File: src/rtl/bip_host_if.sv
// bip_host_if: byte-framed UART host command interface for the BIP program/data memories
// Ports:
//   clk, reset                  rising-edge clock, asynchronous active-high reset
//   d_in, rx_done               received UART byte and its one-cycle strobe
//   tx_start, d_out, tx_done    transmit strobe, byte to send (held until tx_done), send-complete strobe
//   WrPM, WrDM, RdDM, reset_bip one-cycle command strobes, at most one high per cycle
//   outAddr, outData, inData    memory address, write data, read data (valid one cycle after RdDM)
//   leds                        {state, last opcode}
// Frame: opcode, ceil(ADDR_W/8) address bytes, DATA_W/8 data bytes, multi-byte fields MSB first.
// Optional: define BIP_HOST_IF_CHECKSUM_EN to require a trailing XOR-of-frame checksum byte.
module bip_host_if #(
    parameter int DATA_W      = 16,
    parameter int ADDR_W      = 12,
    parameter int TIMEOUT_CYC = 1000000
) (
    input  logic              clk,
    input  logic              reset,
    input  logic [7:0]        d_in,
    input  logic              rx_done,
    input  logic              tx_done,
    input  logic [DATA_W-1:0] inData,
    output logic              tx_start,
    output logic [7:0]        d_out,
    output logic              WrPM,
    output logic              WrDM,
    output logic              RdDM,
    output logic              reset_bip,
    output logic [ADDR_W-1:0] outAddr,
    output logic [DATA_W-1:0] outData,
    output logic [7:0]        leds
);
    localparam int NA = (ADDR_W + 7) / 8;
    localparam int ND = DATA_W / 8;
    localparam int TW = $clog2(TIMEOUT_CYC + 1);
    localparam logic [7:0] OP_WRPM = 8'h01;
    localparam logic [7:0] OP_WRDM = 8'h02;
    localparam logic [7:0] OP_RDDM = 8'h03;
    localparam logic [7:0] OP_RSTB = 8'h04;
    localparam logic [7:0] ACK     = 8'h06;
    localparam logic [7:0] NAK     = 8'h15;

    typedef enum logic [3:0] {IDLE, ADDR, DATA, CHK, EXEC, RDWAIT, TX, TXWAIT} state_t;

    state_t            state_q, state_d;
    logic [3:0]        op_q, op_d;
    logic [2:0]        cnt_q, cnt_d;
    logic [TW-1:0]     to_q, to_d;
    logic [ADDR_W-1:0] abuf_q, abuf_d, addr_q, addr_d;
    logic [DATA_W-1:0] dbuf_q, dbuf_d, data_q, data_d, resp_q, resp_d;
    logic [7:0]        dout_q, dout_d;
    logic [2:0]        left_q, left_d;
    logic              payload, expire;

`ifdef BIP_HOST_IF_CHECKSUM_EN
    // Running XOR of the opcode and payload bytes; the opcode restarts it.
    logic [7:0] chk_q;
    always_ff @(posedge clk or posedge reset)
        if (reset)
            chk_q <= '0;
        else if (rx_done && state_q inside {IDLE, ADDR, DATA})
            chk_q <= (state_q == IDLE ? 8'h00 : chk_q) ^ d_in;
    localparam state_t AFTER = CHK;
`else
    localparam state_t AFTER = EXEC;
`endif

    assign payload = state_q inside {ADDR, DATA, CHK};
    assign expire  = payload && !rx_done && to_q == TW'(TIMEOUT_CYC - 1);

    always_comb begin
        state_d = state_q;
        op_d    = op_q;
        cnt_d   = cnt_q;
        to_d    = payload && !rx_done ? to_q + TW'(1) : '0;
        abuf_d  = abuf_q;
        dbuf_d  = dbuf_q;
        addr_d  = addr_q;
        data_d  = data_q;
        resp_d  = resp_q;
        dout_d  = dout_q;
        left_d  = left_q;
        case (state_q)
            IDLE: if (rx_done) begin
                cnt_d = '0;
                if (d_in inside {OP_WRPM, OP_WRDM, OP_RDDM}) begin
                    op_d    = d_in[3:0];
                    state_d = ADDR;
                end else if (d_in == OP_RSTB) begin
                    op_d    = d_in[3:0];
                    state_d = AFTER;
                end else begin
                    dout_d  = NAK;
                    left_d  = '0;
                    state_d = TX;
                end
            end
            ADDR: if (rx_done) begin
                // Shifting through an ADDR_W register drops the unused upper address bits.
                abuf_d = ADDR_W'({abuf_q, d_in});
                cnt_d  = cnt_q + 3'd1;
                if (cnt_q == 3'(NA - 1)) begin
                    cnt_d   = '0;
                    state_d = {4'h0, op_q} == OP_RDDM ? AFTER : DATA;
                end
            end else if (expire) begin
                state_d = IDLE;
            end
            DATA: if (rx_done) begin
                dbuf_d = DATA_W'({dbuf_q, d_in});
                cnt_d  = cnt_q + 3'd1;
                if (cnt_q == 3'(ND - 1)) begin
                    cnt_d   = '0;
                    state_d = AFTER;
                end
            end else if (expire) begin
                state_d = IDLE;
            end
            CHK: begin
`ifdef BIP_HOST_IF_CHECKSUM_EN
                if (rx_done) begin
                    if (d_in == chk_q) begin
                        state_d = EXEC;
                    end else begin
                        dout_d  = 8'hEE;
                        left_d  = '0;
                        state_d = TX;
                    end
                end else if (expire) begin
                    state_d = IDLE;
                end
`else
                state_d = IDLE;
`endif
            end
            EXEC: begin
                dout_d  = ACK;
                left_d  = '0;
                state_d = {4'h0, op_q} == OP_RDDM ? RDWAIT : TX;
            end
            RDWAIT: begin
                // First response byte goes out now; the rest wait in resp_q, MSB first.
                dout_d  = inData[DATA_W-1 -: 8];
                resp_d  = inData << 8;
                left_d  = 3'(ND - 1);
                state_d = TX;
            end
            TX: state_d = TXWAIT;
            TXWAIT: if (tx_done) begin
                if (left_q != 3'd0) begin
                    dout_d  = resp_q[DATA_W-1 -: 8];
                    resp_d  = resp_q << 8;
                    left_d  = left_q - 3'd1;
                    state_d = TX;
                end else begin
                    state_d = IDLE;
                end
            end
            default: state_d = IDLE;
        endcase
        // Memory-facing registers change only as a complete frame enters EXEC.
        if (state_d == EXEC) begin
            if ({4'h0, op_d} != OP_RSTB)
                addr_d = abuf_d;
            if ({4'h0, op_d} inside {OP_WRPM, OP_WRDM})
                data_d = dbuf_d;
        end
    end

    always_ff @(posedge clk or posedge reset) begin
        if (reset) begin
            state_q <= IDLE;
            op_q    <= '0;
            cnt_q   <= '0;
            to_q    <= '0;
            abuf_q  <= '0;
            dbuf_q  <= '0;
            addr_q  <= '0;
            data_q  <= '0;
            resp_q  <= '0;
            dout_q  <= '0;
            left_q  <= '0;
        end else begin
            state_q <= state_d;
            op_q    <= op_d;
            cnt_q   <= cnt_d;
            to_q    <= to_d;
            abuf_q  <= abuf_d;
            dbuf_q  <= dbuf_d;
            addr_q  <= addr_d;
            data_q  <= data_d;
            resp_q  <= resp_d;
            dout_q  <= dout_d;
            left_q  <= left_d;
        end
    end

    assign tx_start  = state_q == TX;
    assign WrPM      = state_q == EXEC && {4'h0, op_q} == OP_WRPM;
    assign WrDM      = state_q == EXEC && {4'h0, op_q} == OP_WRDM;
    assign RdDM      = state_q == EXEC && {4'h0, op_q} == OP_RDDM;
    assign reset_bip = state_q == EXEC && {4'h0, op_q} == OP_RSTB;
    assign d_out     = dout_q;
    assign outAddr   = addr_q;
    assign outData   = data_q;
    assign leds      = {state_q, op_q};
endmodule

File: config.mk
export PLATFORM = sky130hd
export DESIGN_NAME = bip_host_if
export DESIGN_NICKNAME = d
export VERILOG_FILES = /design/src/rtl/bip_host_if.sv
export SDC_FILE = /design/constraint.sdc
export NUM_CORES = 1
export LEC_CHECK = 0
export ABC_AREA = 1
export BUFFER_PORTS_ARGS = -buffer_cell sky130_fd_sc_hd__buf_2
export CAP_MARGIN = 20
export CORE_ASPECT_RATIO = 1.25
export CORE_UTILIZATION = 61
export CTS_CLUSTER_DIAMETER = 200
export DETAILED_ROUTE_END_ITERATION = 7
export PLACE_DENSITY = 0.85
export SLEW_MARGIN = 10
export SYNTH_ARGS = -nofsm -noshare
export SYNTH_HDL_FRONTEND = slang
export SYNTH_SLANG_ARGS = --single-unit
File: constraint.sdc
create_clock -name clk -period 6.46 [get_ports clk]
set_input_delay 0.646 -clock clk [delete_from_list [all_inputs] [get_ports clk]]
set_output_delay 0.646 -clock clk [all_outputs]
set_load 0.01 [all_outputs]
### Word level (Yosys, flattened, before mapping)

Cells that the tools add are included.
W data, S select, Z words.

| word-level totals | value |
|---|---|
| register bits | 114 |
| bits of input ports | 28 |
| word-level logic and storage cells | 103 |

| operators by class | value |
|---|---|
| add/subtract/negate cells | 3 |
| equal/unequal tests | 27 |
| mux-type cells | 41 |
| reduce and logical (&&, ||, !) cells | 21 |

Operators with widths:

| kind | number |
|---|---|
| $mux W16 | 4 |
| $mux W4 | 11 |
| $mux W8 | 5 |
| $mux W3 | 11 |
| $pmux W16 S2 | 1 |
| $pmux W8 S4 | 1 |
| $pmux W4 S7 | 1 |
| $eq A4 B3 Y1 const B | 6 |
| $mux W12 | 2 |
| $add A20 B1 Y20 const B | 1 |
| $eq A20 B20 Y1 const B | 1 |
| $eq A4 B2 Y1 const B | 5 |
| $mux W20 | 1 |
| $eq A8 B2 Y1 const B | 2 |
| $eq A4 B1 Y1 const B | 3 |
| $pmux W3 S4 | 1 |
| $ne A2 B2 Y1 const B | 5 |
| $reduce_bool A3 Y1 | 3 |
| $eq A8 B1 Y1 const B | 1 |
| $eq A8 B3 Y1 const B | 1 |
| $logic_and A1 B1 Y1 | 6 |
| $pmux W3 S2 | 1 |
| $reduce_and A3 Y1 | 2 |
| $reduce_and A6 Y1 | 1 |
| 12 further kinds | 16 |

### Longest topological paths before layout

| logic depth | value |
|---|---|
| depth after elaboration | 9 |
| depth in mapped cells | 15 |
| depth with buffers taken out | 14 |

### Worst setup path before layout

No wires, ideal clock.

| path | value |
|---|---|
| path type | reg-to-output |
| from | register state_q[1] |
| to | output reset_bip |
| data arrival time | 1.480 ns |
| data required time | 5.814 ns |
| path slack | 4.334 ns |
| cell stages (with the launch flop) | 7 |
| path buffers | 0 |
| cell sequence | dfrtp_1 > inv_2 > nand2_4 > nor2_1 > inv_1 > or2_2 > nor4_1 |

| on the way | value |
|---|---|
| longest elaborated chain between the ends | 2 |

Ends and longest elaborated chain:

| element | line | RTL |
|---|---|---|
| start, declared | 44 | `state_t state_q, state_d;` |
| start signal, assigned | 183 | `state_q <= state_d;` |
| $eq A4 B3 Y1 | 201 | `assign reset_bip = state_q == EXEC && {4'h0, op_q} == OP_RSTB;` |
| $logic_and A1 B1 Y1 | 201 |  |
| end, declared | 27 | `output logic reset_bip,` |

Every way passes these cells.

### Worst setup path after layout

Ends and elaborated chain as after synthesis.

==> results.py <==
metrics = {
    "grt": {
        "overflow": 0,
        "grt_first_pass_wirelength_mm": 17.95,
        "grt_max_degree": 66,
        "grtUsageTotal": 0.2645,
        "antenna_found_initial": 0,
        "grt_pass1_vias": 4060,
    },
    "min_path": {
        "hp-class": "in -> async",
    },
    "synthesis": {
        "yosysTopAreaCell": "dfrtp_1",
        "synth_edf_count": 0,
        "ys_ff_latch": 106,
        "ys.flop_type": "dfrtp_1",
        "synth_area_leaders": "dfrtp_1 (53%), nand2_1 (12%), nand3_1 (5.5%), inv_1 (4.8%), o21ai_0 (3.7%)",
        "synth_nets": 623,
        "async_reset_ff_frac": 1.000,
        "ys_warn_count": 0,
        "ys_types": 38,
        "syn-cell-area_mm2": 0.005016,
        "synth_cells": 592,
        "syn_avg_cell_area_um2": 8.473,
        "synth_top_cell_area_share": 0.5288,
        "seq_area_frac_synth": 0.5288,
    },
    "timing": {
        "finalCriticalPeriod_ns": 2.723,
        "rsz0062_at_grt": "no",
        "slew_viol_final": 0,
        "max_freq_mhz": 367.3,
        "skew_ns": 0.01165,
        "tns_ns": 0,
        "hold_ws_ns": 0.2925,
        "tightestPinTransition_ns": 0.7933,
        "post-route-period-util": 0.4214,
        "setup_viol": 0,
        "relSlewSlack": 0.4711,
        "hold_viol": 0,
    },
    "place": {
        "io_buffers": 76,
        "place_congestion": 0.9348,
        "dp_hpwl_mm": 7.937,
    },
    "critical_path": {
        "r2r_cells": 12,
        "cpPeakStageDelay_ns": 0.47,
        "critPathRequiredTime_ns": 5.81,
        "cp.arrival_ns": 2.08,
        "endpoint": "reset_bip",
        "worstReg2RegEnd": "outAddr[1]",
        "critPathMaxFanout": 6,
        "setup.reg_to_reg.worst_slack_ns": 3.91,
        "critPathLaunch": "state_q[1]",
        "critical_path_class": "reg -> out",
        "timing.critical_path.slowest_stage_cell": "dfrtp_1",
        "critPathCaptureType": "primary output",
        "reg2reg_from": "left_q[0]",
        "worstSetupStartpointType": "flip-flop",
        "crit_chain": "inv_2 > nand2_4 > nor2_1 > inv_1 > or2_2 > nor4_1 > buf_2",
    },
    "final_layout": {
        "multiInputGateArea_mm2": 0.002002,
        "final_layout_size_suffix_gt1_frac": 0.1881,
        "seq_area_mm2": 0.002653,
        "diodes": 0,
        "fill_cells": 623,
        "nets": 697,
        "area_growth_pct": 12.40,
    },
    "clock_network": {
        "cts.path.max_buffers": 2,
        "htree_num_levels": 3,
        "clk_pin_slew_worst_paths_ns": 0.10,
        "post_cts_resized": 0,
        "clock-sinks": 106,
        "cts_setup_buffers": 0,
        "cts_tree": "done",
        "cts_root_buf": "clkbuf_8",
        "clock_latency_ns": 0.37,
        "ctsHoldBuffers": 0,
        "cts_buffers": 9,
    },
    "floorplanning": {
        "start_util": 0.6363,
        "coreArea_mm2": 0.007883,
        "die-area_mm2": 0.008592,
        "num_rows": 36,
        "io_pins": 77,
        "die_w_um": 83.11,
        "dieHeight_um": 103.4,
    },
    "power_and_ir_drop": {
        "comb_power_share": 0.292,
        "p_per_area_mw_per_mm2": 340.0,
        "p_int_mw": 1.241,
        "swShare": 0.3525,
        "peakVddDrop_v": 0.0002439,
        "share_seq_of_total_power": 0.481,
        "switchingPower_mw": 0.6758,
        "power.share.clock": 0.227,
        "leakage_nw": 3.024,
    },
    "routing": {
        "viasPerCell": 5.519,
        "vias": 4222,
        "wl_per_cell_um": 14.07,
        "drc_errors": 0,
        "first_pass_iters": 5,
        "ant_nets": 0,
        "finalWirelength_mm": 10.76,
        "first_iter_violations": 217,
    },
    "outcome": {
        "status": "complete, no violations",
    },
    "run": {
        "maxCapViolCount": 0,
    },
}
## registers in the layout (all words and copies together) (netlist names)
| signal | flops |
|---|---|
| dbuf_q | 16 |
| resp_q | 8 |
| abuf_q | 12 |
| d_out | 8 |
| outAddr | 12 |
| op_q | 4 |
| to_q | 20 |
| outData | 16 |
| cnt_q | 3 |
| state_q | 4 |
| left_q | 3 |
## cells in the mapped netlist, types with 2 or more instances
| library cell | n |
|---|---|
| o21ai_0 | 37 |
| buf_4 | 2 |
| mux2_2 | 6 |
| o31ai_1 | 3 |
| nor3_1 | 7 |
| o21ai_1 | 7 |
| inv_2 | 7 |
| nor2_8 | 2 |
| o22ai_1 | 7 |
| nand4_1 | 7 |
| o21bai_1 | 2 |
| or2_2 | 2 |
| nand2_2 | 4 |
| nand3_1 | 55 |
| buf_2 | 4 |
| nor4_1 | 5 |
| ha_1 | 3 |
| nand2_1 | 160 |
| mux2_1 | 2 |
| nor2_1 | 45 |
| clkbuf_1 | 4 |
| nor2_2 | 5 |
| xor2_1 | 2 |
| buf_6 | 4 |
| nor2_4 | 2 |
| a211oi_1 | 3 |
| inv_1 | 64 |
| o21a_1 | 4 |
| a21oi_1 | 19 |
| dfrtp_1 | 106 |
| nand2_4 | 4 |
| xnor2_1 | 2 |
## routing by layer
layer	global-route usage	wire, µm	up-vias
li1	-	-	2063
met1	0.3213	4550	2023
met2	0.4540	5496	111
met3	0.06984	455	25
met4	0.1114	258	0
met5	0	0	-
## worst min-delay path by stage
stage / start / to / slack (ns) / cells after the start
after floorplan: to_q[0] / to_q[0] / 0.43 / 1
after detailed placement: outData[5] / outData[5] / 0.45 / 2
after CTS: reset / outAddr[4] / 0.31 / 2
final: reset / outAddr[3] / 0.29 / 2
after global placement: d_out[7] / d_out[7] / 0.45 / 2
after global routing: reset / outAddr[3] / 0.32 / 2
## cell type report
cell class	count	area share
clock buffer	11	0.02330
clock inverter	4	0.01354
inverter	71	0.04771
multi-input combinational	401	0.3551
sequential	106	0.4705
tap	95	0.02108
timing repair buffer	77	0.06880
## power by group through the flow
stage | combinational (mW) | clock (mW) | sequential (mW)
after floorplan | 0.396 | 0 | 0.939
after global placement | 0.537 | 0 | 0.924
after detailed placement | 0.556 | 0 | 0.932
after CTS | 0.562 | 0.444 | 0.920
after global routing | 0.632 | 0.473 | 0.939
final | 0.560 | 0.436 | 0.921
## cells in the final DEF, fill, tap and decap left out, types with 5 or more instances in the layout
cell type / count
a21oi_1: 19
buf_2: 76
clkbuf_8: 9
dfrtp_1: 106
inv_1: 63
inv_2: 7
mux2_2: 6
nand2_1: 160
nand3_1: 55
nand4_1: 7
nor2_1: 45
nor2_2: 5
nor3_1: 7
nor4_1: 5
o21ai_0: 37
o21ai_1: 7
o22ai_1: 7
## critical path, delay by kind of cell, from the launching register on
family / cells / cell delay [ns]
buffers and inverters: 3 / 0.45
DFF: 1 / 0.47
and+or+nand+nor: 4 / 0.78
## logic make-up (layout without fill, tap and decap cells)
family          after synthesis  after routing  synth area share
mux                           8              8           0.01796
compound gates               85             85           0.09503
flops                       106            106            0.5288
xor+xnor                      4              4          0.006986
simple gates                300            300            0.2709
fa+ha+maj                     3              3          0.007484
other cells                   1              1         0.0007476
buf+inv                      85            163           0.07209
## per-stage QoR
stage | instances | cell area (µm²) | power, mW | util | setup slack, ns
after CTS | 765 | 5638 | 1.926 | 0.7152 | 3.728
after floorplan | 592 | 5016 | 1.335 | - | 3.025
final | 765 | 5638 | 1.917 | 0.7152 | 3.737
after global routing | 765 | 5638 | 2.044 | 0.7152 | 3.545
after global placement | 750 | 5430 | 1.460 | 0.6889 | 3.826
after detailed placement | 750 | 5430 | 1.488 | 0.6889 | 3.728
(Power assumes the default switching activity.)
